==> config.mk <==
export PLATFORM = sky130hd
export DESIGN_NAME = hyper_tx_sequencer
export DESIGN_NICKNAME = d
export VERILOG_FILES = /design/src/rtl/hyper_pkg.sv /design/src/rtl/hyper_tx_sequencer.sv
export SDC_FILE = /design/constraint.sdc
export NUM_CORES = 1
export LEC_CHECK = 0
export ABC_AREA = 0
export CORE_AREA = 2 2 107 109
export CTS_BUF_LIST = sky130_fd_sc_hd__clkbuf_4 sky130_fd_sc_hd__clkbuf_8 sky130_fd_sc_hd__clkbuf_16
export CTS_CLUSTER_DIAMETER = 30
export CTS_CLUSTER_SIZE = 40
export DETAILED_ROUTE_END_ITERATION = 12
export DIE_AREA = 0 0 109 111
export PLACE_DENSITY = 0.58
export SETUP_SLACK_MARGIN = 0.05
export SLEW_MARGIN = 25
export SYNTH_ARGS = -nofsm -noshare
export SYNTH_HDL_FRONTEND = slang
export SYNTH_SLANG_ARGS = --single-unit
==> constraint.sdc <==
create_clock -name clk_i -period 3 [get_ports clk_i]
set_input_delay 0.3 -clock clk_i [delete_from_list [all_inputs] [get_ports clk_i]]
set_output_delay 0.3 -clock clk_i [all_outputs]
set_load 0.1 [all_outputs]
==> src/rtl/hyper_pkg.sv <==
// HyperBus TX sequencer types: command descriptor, FSM states and CA packing.
// Shared by the sequencer and anything that needs to build or inspect CA words.
package hyper_pkg;

    localparam int          HYPER_LEN_W = 8;
    localparam int          CA_WORDS    = 3;
    localparam logic [1:0]  CA_STRB     = 2'b11;

    typedef struct packed {
        logic [31:0]            addr;
        logic [HYPER_LEN_W-1:0] len;
        logic                   write;
        logic                   reg_space;
    } hyper_cmd_t;

    typedef enum logic [2:0] {
        IDLE,
        CA0,
        CA1,
        CA2,
        DATA
    } tx_state_e;

    // Linear burst always; the low address bits go in the bottom CA word.
    function automatic logic [47:0] ca_encode(input hyper_cmd_t c);
        return {~c.write, c.reg_space, 1'b1, c.addr[31:3], 13'b0, c.addr[2:0]};
    endfunction

endpackage

==> src/rtl/hyper_tx_sequencer.sv <==
// Sole writer of the HyperBus TX FIFO: three CA words per descriptor, then write payload.
// Latency: CA0 one cycle after cmd accept; payload is a zero-latency pass-through.
// Backpressure: fifo_ready_i stalls CA words (held stable) and gates wready_o in DATA.
module hyper_tx_sequencer
    import hyper_pkg::*;
#(
    parameter int LEN_W      = HYPER_LEN_W,
    parameter int DATA_WIDTH = 18
) (
    input  logic                  clk_i,
    input  logic                  rst_i,
    input  logic                  cmd_valid_i,
    output logic                  cmd_ready_o,
    input  logic [31:0]           cmd_addr_i,
    input  logic [LEN_W-1:0]      cmd_len_i,
    input  logic                  cmd_write_i,
    input  logic                  cmd_reg_i,
    input  logic [15:0]           wdata_i,
    input  logic [1:0]            wstrb_i,
    input  logic                  wvalid_i,
    output logic                  wready_o,
    output logic [DATA_WIDTH-1:0] fifo_data_o,
    output logic                  fifo_valid_o,
    input  logic                  fifo_ready_i,
    output logic                  busy_o,
    output logic                  done_o
);

    tx_state_e                    state_q, state_d;
    hyper_cmd_t                   cmd_q, cmd_d;
    logic [LEN_W-1:0]             cnt_q, cnt_d;
    logic [CA_WORDS-1:0][15:0]    ca_words;

    // cmd_q only changes in IDLE, so CA words are stable across any stall.
    assign ca_words = ca_encode(cmd_q);
    assign busy_o   = (state_q != IDLE);

    always_ff @(posedge clk_i) begin
        if (rst_i) begin
            state_q <= IDLE;
            cmd_q   <= '0;
            cnt_q   <= '0;
        end else begin
            state_q <= state_d;
            cmd_q   <= cmd_d;
            cnt_q   <= cnt_d;
        end
    end

    always_comb begin
        state_d      = state_q;
        cmd_d        = cmd_q;
        cnt_d        = cnt_q;
        cmd_ready_o  = 1'b0;
        wready_o     = 1'b0;
        fifo_valid_o = 1'b0;
        fifo_data_o  = '0;
        done_o       = 1'b0;

        case (state_q)
            IDLE: begin
                cmd_ready_o = 1'b1;
                if (cmd_valid_i) begin
                    cmd_d.addr      = cmd_addr_i;
                    cmd_d.len       = HYPER_LEN_W'(cmd_len_i);
                    cmd_d.write     = cmd_write_i;
                    cmd_d.reg_space = cmd_reg_i;
                    state_d         = CA0;
                end
            end
            CA0: begin
                fifo_valid_o = 1'b1;
                fifo_data_o  = {CA_STRB, ca_words[CA_WORDS-1]};
                if (fifo_ready_i) state_d = CA1;
            end
            CA1: begin
                fifo_valid_o = 1'b1;
                fifo_data_o  = {CA_STRB, ca_words[CA_WORDS-2]};
                if (fifo_ready_i) state_d = CA2;
            end
            CA2: begin
                fifo_valid_o = 1'b1;
                fifo_data_o  = {CA_STRB, ca_words[CA_WORDS-3]};
                if (fifo_ready_i) begin
                    if (!cmd_q.write) begin
                        done_o  = 1'b1;
                        state_d = IDLE;
                    end else begin
                        // Register writes carry exactly one beat whatever len says.
                        cnt_d   = cmd_q.reg_space ? '0 : LEN_W'(cmd_q.len);
                        state_d = DATA;
                    end
                end
            end
            DATA: begin
                wready_o     = fifo_ready_i;
                fifo_valid_o = wvalid_i;
                fifo_data_o  = {wstrb_i, wdata_i};
                if (wvalid_i && fifo_ready_i) begin
                    if (cnt_q == '0) begin
                        done_o  = 1'b1;
                        state_d = IDLE;
                    end else begin
                        cnt_d = cnt_q - 1'b1;
                    end
                end
            end
            default: state_d = IDLE;
        endcase

        // A reset cycle abandons the transaction, so it must not report completion.
        if (rst_i) done_o = 1'b0;
    end

endmodule
Yosys cells after proc, flatten, opt, wreduce, memory -nomap -nowiden
Index checks and enable logic that the tools add are counted.

Register bits: 53. Bits of input ports: 65. Word-level logic and storage cells: 53.

Bitwise operators: 1. Equality and inequality tests: 12. Reduce and logical (&&, ||, !) cells: 9. Add/sub/neg operators: 1. Muxes and demuxes: 24.

Operators by type and width (number): $pmux W18 S4 (1); $mux W8 (5); $mux W3 (7); $ne A2 B2 Y1 const B (8); $pmux W8 S2 (1); $pmux W3 S5 (1); $logic_not A8 Y1 (1); $sub A8 B1 Y8 const B (1); $mux W1 (7); $eq A3 B2 Y1 const B (2); $reduce_and A6 Y1 (1); $reduce_and A5 Y1 (1); $pmux W1 S2 (2); $eq A3 B1 Y1 const B (1); $eq A3 B3 Y1 const B (1); $logic_not A3 Y1 (1); $reduce_bool A3 Y1 (1); $reduce_or A3 Y1 (1); $reduce_and A2 Y1 (1); $reduce_bool A2 Y1 (1); $logic_and A1 B1 Y1 (1); $not A1 Y1 (1).

Longest topological paths before layout
Gate-level depths: netlist of run 1.

Depth in word-level cells: 5. Depth in mapped cells: 7.

Worst setup path before layout of run 1
Ideal clock, no wire load.

Path kind: register -> output. From: register state_q[2]. To: output port busy_o. Data required time: 2.700 ns. Cell stages (with the launch flop): 4. Arrival: 3.875 ns. Path slack: -1.175 ns. Cell sequence: dfxtp_1 -> buf_4 -> nor3_1 -> inv_1.

Word-level cells in the longest chain between the ends: 1.

RTL lines: start: declaration (RTL line hyper_tx_sequencer.sv:29) `tx_state_e state_q, state_d;`; start signal: assignment (RTL line hyper_tx_sequencer.sv:44) `state_q <= state_d;`; $reduce_bool A3 Y1 (RTL line hyper_tx_sequencer.sv:36) `assign busy_o = (state_q != IDLE);`; end: declaration (RTL line hyper_tx_sequencer.sv:25) `output logic busy_o,`.

No other way between the ends.

Worst setup path in the final report of run 1
From: register state_q[2]. To: output port done_o.

Word-level cells in the longest chain between the ends: 3.

RTL lines: $eq A3 B3 Y1 or $eq A3 B2 Y1 (tied branches) (RTL line hyper_tx_sequencer.sv:60) `case (state_q)`; $pmux W1 S2 (*) (RTL line hyper_tx_sequencer.sv:60); $mux W1 (*) (RTL line hyper_tx_sequencer.sv:112) `if (rst_i) done_o = 1'b0;`; end: declaration (RTL line hyper_tx_sequencer.sv:26) `output logic done_o`.

Mark *: on every way between the ends. The rest lies on a longest branch, timed or not.

==> results.md, run 1 <==
- Status: complete, no violations
- Critical Path, Cell by Cell: nor3b_2, buf_4, and4b_1, a22oi_1, nor3b_2, buf_12
- Die Width: around 110 um
- Main synth FF type: dfxtp_1
- Global-route wire length before repair: approximately 14000 um
- CTS max path bufs: 2
- Footprint of the multi-input gates: 1460 um^2
- Crit path depth: 6
- Setup violators final: 0
- Area contributors post-synth: dfxtp_1, nand2_1, a21oi_1
- Vias after detailed routing: roughly 2.8k
- DRC violations left: 0
- Clock Sinks: 53
- Row count: 39
- Non-Filler Instances: about 570
- Maximum vdd ir drop: about 0.00029 V
- Max-Cap Viols: 0
- Hold path depth: 2
- Routed len/inst: between 10 and 15 um
- Placed Cells: between 500 and 600
- F_max: about 400 MHz
- Syn-to-layout area delta: 51.6%
- WHS Endpoint: cmd_q[7]
- WP data arrival: between 2 and 2.5 ns
- Leak: 1.46 nW
- CP max stage delay: roughly 0.6 ns
- Gr usage total: 0.141
- Starting density of the core: 0.240
- CP required: approximately 2.7 ns
- Ys Warns: 0
- CP Buf/Inv Count: 2
- Register Area: roughly 1100 um^2
- Setup bufs post-CTS: 0
- Worst reg-to-reg setup slack: between 1 and 1.5 ns
- Worst reg2reg path depth: 4
- Worst-path clk slew: approximately 0.070 ns
- Endpoints failing hold: 0
- Initial antenna violation count: 0
- Mapped Nets: 422
- Crit Reg-Reg Startpoint: state_q[2]
- Hold wc startpoint: rst_i
- Post-synth top area cell: dfxtp_1
- Register bit total from synthesis: 53
- Grt ovf: 0
- Worst path slowest cell: dfxtp_1
- Die area: between 10000 and 15000 um^2
- WS Path Type: flip-flop to primary output
- Post-CTS sizing: 0
- GPL Wtd Cong: 0.843
- Library cells used by synthesis: 50
- Number of synthesized flops with an enable pin: 0
- Slew margin rel.: 0.503
- ANT cells: 0
- Clock latency on the worst-skew pair: roughly 0.28 ns
- Detail Route Antenna Nets: 0
- Hold Path Class: primary input to flip-flop
- Via density: between 4 and 5
- Sequential-to-total area share from yosys stat: 0.399
- Total iterations of the first detailed-routing run: 4
- Final Cycle Share: 0.850
- Netlist Area Pre-Place: around 2700 um^2
- Pwr dens: 581 nW/um^2
- Reg-to-Reg End: state_q[2]
- Root Driver: clkbuf_16
- Port bufs: between 80 and 90
- DP Wirelength: 6140 um
- Crit path max-delay family: simple AND/OR/NAND/NOR gates
- Most frequent CP cell: nor3b_2
- Setup total negative slack: 0 ns
- Top post-synthesis cells by count: nand2_1, a21oi_1, dfxtp_1
- Worst-path maximum fanout: 15
- Top-area cell type share of the netlist area: 0.399
- Worst-Margin Slew: 0.738 ns
- Asr flop ratio synth: 0
- Fillcell total: roughly 1.1k
- Synth Area per Inst: about 7.5 um^2
- RSZ-0062 raised after global routing: false
- Vias in the first global route: 2800
- DR iter-0 viols: about 150
- Crit. End Element: primary output
- Die H: 111 um
- Most frequent cell after synthesis: nand2_1
- Layout cell share with drive strength beyond 1: 0.124
- Core Footprint: between 10000 and 15000 um^2
- Largest net degree at the start of global routing: 45
- CTS Buf Count: 5
- Setup Skew: around 0.0083 ns
- Mapped Cells: 355
- CTS tree: built
- IO Pins: 88
- Htree depth: 2
- Hold_buf cts: 0
- Final net count: around 500
- Crit path time final: ~2.5 ns
- Type of origin of the critical path: flip-flop
- Drt total wl: slightly above 8000 um
- Final slew viol count: 0
where the power goes:
part / switching [mW] / leakage (nW) / internal [mW] / total [mW]
Sequential: 0.0467 / 0.434 / 0.765 / 0.812
Clock: 0.250 / 0.0875 / 0.426 / 0.676
Combinational: 0.547 / 0.938 / 0.307 / 0.854
Total: 0.843 / 1.46 / 1.50 / 2.34
cells by family (layout without fill, tap and decap cells):
family / count (synthesis) / after routing / synth area share
buffers and inverters: 35 / 109 / 0.0621
AND/OR/NAND/NOR: 150 / 150 / 0.268
AO/OA/AOI/OAI: 111 / 111 / 0.247
multiplexers: 3 / 3 / 0.0113
flip-flops: 53 / 53 / 0.399
adder cells (fa/ha/maj): 2 / 2 / 0.00941
XOR/XNOR: 1 / 1 / 0.00329
state kept, by name, indices dropped and copies added, names as in the netlist:
name      count
ca_words     33
cmd_q         9
cnt_q         8
state_q       3
per-stage QoR:
| stage | cell area (um^2) | hold slack (ns) | utilization | power [mW] | worst slack (ns) |
|---|---|---|---|---|---|
| after floorplan | 2690 | 0.432 | - | 1.38 | 0.0823 |
| after global placement | 3860 | 0.443 | 0.348 | 1.68 | 0.832 |
| after detailed placement | 3860 | 0.447 | 0.348 | 1.69 | 0.795 |
| after CTS | 4030 | 0.423 | 0.364 | 2.36 | 0.475 |
| after global routing | 4030 | 0.449 | 0.364 | 2.45 | 0.306 |
| final | 4030 | 0.427 | 0.364 | 2.34 | 0.450 |
cells in the final DEF, fill, tap and decap left out, types with 3 or more instances in the layout:
master and count:
a21o_1 3, a21oi_1 55, a22oi_1 15, a311oi_1 3, a31oi_1 4, and3_1 5, buf_12 21, buf_4 10
clkbuf_16 5, clkdlybuf4s50_1 63, dfxtp_1 53, inv_1 6, mux2i_1 3, nand2_1 101, nand2b_1 3, nand3_1 6
nor2_1 9, nor2b_1 3, nor3_1 3, o21ai_1 13, o22ai_2 3
routing by layer:
metal,share of wire,vias up,track usage,wire length (um)
met5,0,-,0,0
met4,0.015,0,0.0402,123
met3,0.063,10,0.0317,521
met2,0.49,83,0.234,4060
met1,0.43,1296,0.182,3600
li1,-,1383,-,-
worst register-to-register path, delay by kind of cell (launching register included):
kind,cells,cell delay (ns)
simple gates,2,1.10
flops,1,0.45
compound gates,2,0.25
worst max path at each step:
stage	endpoint	startpoint
after floorplan	busy_o	state_q[2]
after global placement	done_o	state_q[2]
after detailed placement	done_o	state_q[2]
after CTS	done_o	state_q[2]
after global routing	done_o	state_q[2]
final	done_o	state_q[2]
layout make-up:
class / instances / share of cell area
flip-flops and latches: 53 / 0.263
clock buffers: 7 / 0.0363
inverters: 6 / 0.00558
repair buffers: 95 / 0.280
clock inverters: 1 / 0.00745
multi-input cells: 267 / 0.363
well taps: 143 / 0.0444
Power figures use the tool's default switching activity.
==> inputs of run 2 (changes only) <==
==> constraint.sdc (replaced) <==
create_clock -name clk_i -period 2.6 [get_ports clk_i]
set_input_delay 0.26 -clock clk_i [delete_from_list [all_inputs] [get_ports clk_i]]
set_output_delay 0.26 -clock clk_i [all_outputs]
set_load 0.1 [all_outputs]
==> results.md, run 2 (synthesis gave the netlist of run 1 again) <==
- Placed cell areas: 3980 um^2 (was 3860 um^2)
- Layout cell share with drive strength beyond 1: 0.162 (was 0.124)
- Worst setup margin: 0.239 ns (was 0.450 ns)
- Die H: 111 um (unchanged)
- Total iterations of the first detailed-routing run: 4 (unchanged)
- Die area: 12100 um^2 (unchanged)
- CTS max path bufs: 2 (unchanged)
- Drt total wl: 8390 um (was 8310 um)
- CTS tree: built (unchanged)
- CP required: 2.34 ns (was 2.70 ns)
- Placement Setup Slack: 0.491 ns (was 0.795 ns)
- Most common cell after layout, fill and taps aside: nand2_1 (unchanged)
- RSZ-0062 raised after global routing: false (unchanged)
- Worst-Margin Slew: 0.787 ns (was 0.738 ns)
- Largest net degree at the start of global routing: 36 (was 45)
- CTS Buf Count: 5 (unchanged)
- Power Total: 2.66 mW (was 2.34 mW)
- Detail Route Antenna Nets: 0 (unchanged)
- Placed Cells: 568 (was 564)
- DP Wirelength: 6200 um (was 6140 um)
- Die Width: 109 um (unchanged)
- Crit path time final: between 2 and 2.5 ns
- Final Cycle Share: 0.908
- GPL Wtd Cong: 0.799 (was 0.843)
- Clock latency on the worst-skew pair: 0.29 ns (was 0.28 ns)
- Via density: 4.90 (was 4.85)
- Max-Cap Viols: 0 (unchanged)
- Max reg flops: 33 (unchanged)
- Design area: 4130 um^2 (was 4030 um^2)
- Clock Sinks: 53 (unchanged)
- Worst reg2reg path depth: 6 (was 4)
- Final net count: 499 (was 495)
- IO Pins: 88 (unchanged)
- Leak: 1.50 nW (was 1.46 nW)
- WHS Endpoint: state_q[0] (was cmd_q[7])
- Setup Skew: 0.00571 ns (was 0.00835 ns)
- Hold_buf cts: 0 (unchanged)
- DR iter-0 viols: 134 (was 151)
- Row count: 39 (unchanged)
- Final slew viol count: 0 (unchanged)
- Hold wc startpoint: rst_i (unchanged)
- Vias after detailed routing: 2820 (was 2772)
- Type of origin of the critical path: flip-flop (unchanged)
- Crit Reg-Reg Startpoint: cnt_q[0] (was state_q[2])
- Global-route wire length before repair: 13900 um (was 13700 um)
- WS Path Type: flip-flop to primary output (unchanged)
- Worst reg-to-reg setup slack: 0.73 ns (was 1.08 ns)
- Starting density of the core: 0.240 (unchanged)
- Gr usage total: 0.145 (was 0.141)
- WP data arrival: 2.10 ns (was 2.25 ns)
- Hold Path Class: primary input to flip-flop (unchanged)
- Core Footprint: 11100 um^2 (unchanged)
- ANT cells: 0 (unchanged)
- F_max: between 400 and 500 MHz
- Hold slack: 0.422 ns (was 0.427 ns)
- Syn-to-layout area delta: 55.3% (was 51.6%)
- Hold path depth: 2 (unchanged)
- Reg-to-Reg End: cnt_q[0] (was state_q[2])
- Root Driver: clkbuf_16 (unchanged)
- Setup violators final: 0 (unchanged)
- Non-Filler Instances: 575 (was 572)
- Vias in the first global route: 2863 (was 2800)
- Routed len/inst: 14.6 um (was 14.5 um)
- Port bufs: 87 (unchanged)
- Setup bufs post-CTS: 0 (unchanged)
- Htree depth: 2 (unchanged)
- DRC violations left: 0 (unchanged)
- Slew margin rel.: 0.470 (was 0.503)
- Crit. End Element: primary output (unchanged)
- Initial antenna violation count: 0 (unchanged)
- Maximum vdd ir drop: 0.000279 V (was 0.000293 V)
- Pwr dens: 644 nW/um^2 (was 581 nW/um^2)
- Status: complete, no violations (unchanged)
- Most frequent cells in the layout: nand2_1, clkdlybuf4s50_1, a21oi_1 (unchanged)
- Worst-path clk slew: 0.07 ns (about the same)
- Endpoints failing hold: 0 (unchanged)
- Worst-path maximum fanout: 5 (was 15)
- Grt ovf: 0 (unchanged)
run 2: cell types whose count changed in the layout (fill, tap and decap cells not counted):
cell	before	now
bufinv_16	1	0
o21ai_1	13	0
buf_12	21	24
buf_4	10	11
nor3b_1	1	0
o21ai_2	1	14
clkinvlp_4	0	1
clkbuf_4	1	0
nor3b_4	0	1
run 2: routing by layer:
| layer | track usage | vias up | part of all wire |
|---|---|---|---|
| met3 | 0.0353 | 15 | 0.071 |
| met4 | 0.0350 | 0 | 0.014 |
| met1 | 0.185 | 1316 | 0.42 |
| met2 | 0.243 | 99 | 0.49 |
| li1 | - | 1390 | - |
| met5 | 0 | - | 0 |
run 2: area by class of cell:
type,instances,area [um^2]
clock buffers,6,139
clock inverters,1,7.51
fillers,1143,6950
inverters,6,22.5
multi-input cells,267,1520
flip-flops and latches,53,1060
well taps,143,179
repair buffers,99,1200
run 2: how the worst max path moves through the flow:
stage / slack (ns) / to / from / cells after the start
after floorplan: -0.28 / busy_o / state_q[2] / 3
after global placement: 0.55 / done_o / cnt_q[0] / 7
after detailed placement: 0.49 / done_o / cnt_q[0] / 7
after CTS: 0.17 / done_o / cnt_q[0] / 7
after global routing: 0.11 / done_o / state_q[2] / 5
final: 0.24 / done_o / cnt_q[0] / 7
run 2: critical path: stages (launching register included):
cell and delay (ns):
dfxtp_1 0.33, inv_1 0.11, ha_1 0.21, nor3b_2 0.24
and4b_1 0.32, a22oi_1 0.14, nor3b_4 0.25, buf_12 0.20
run 2: what timing repair did:
item / 4_1_cts / 5_1_grt
hold endpoints to repair: 0 / 0
resized for setup: 0 / 1
endpoints found under the setup margin: 0 / 1
run 2: metrics by stage:
step,TNS (ns),utilization
finish,0,0.373
detailed placement,0,0.359
global placement,0,0.359
floorplan,-0.278,-
CTS,0,0.372
global route,0,0.373
run 2: power breakdown:
group          total [mW]  internal [mW]  switching [mW]
clock network       0.677          0.379           0.299
registers           0.940          0.883          0.0575
logic                1.04          0.400           0.641
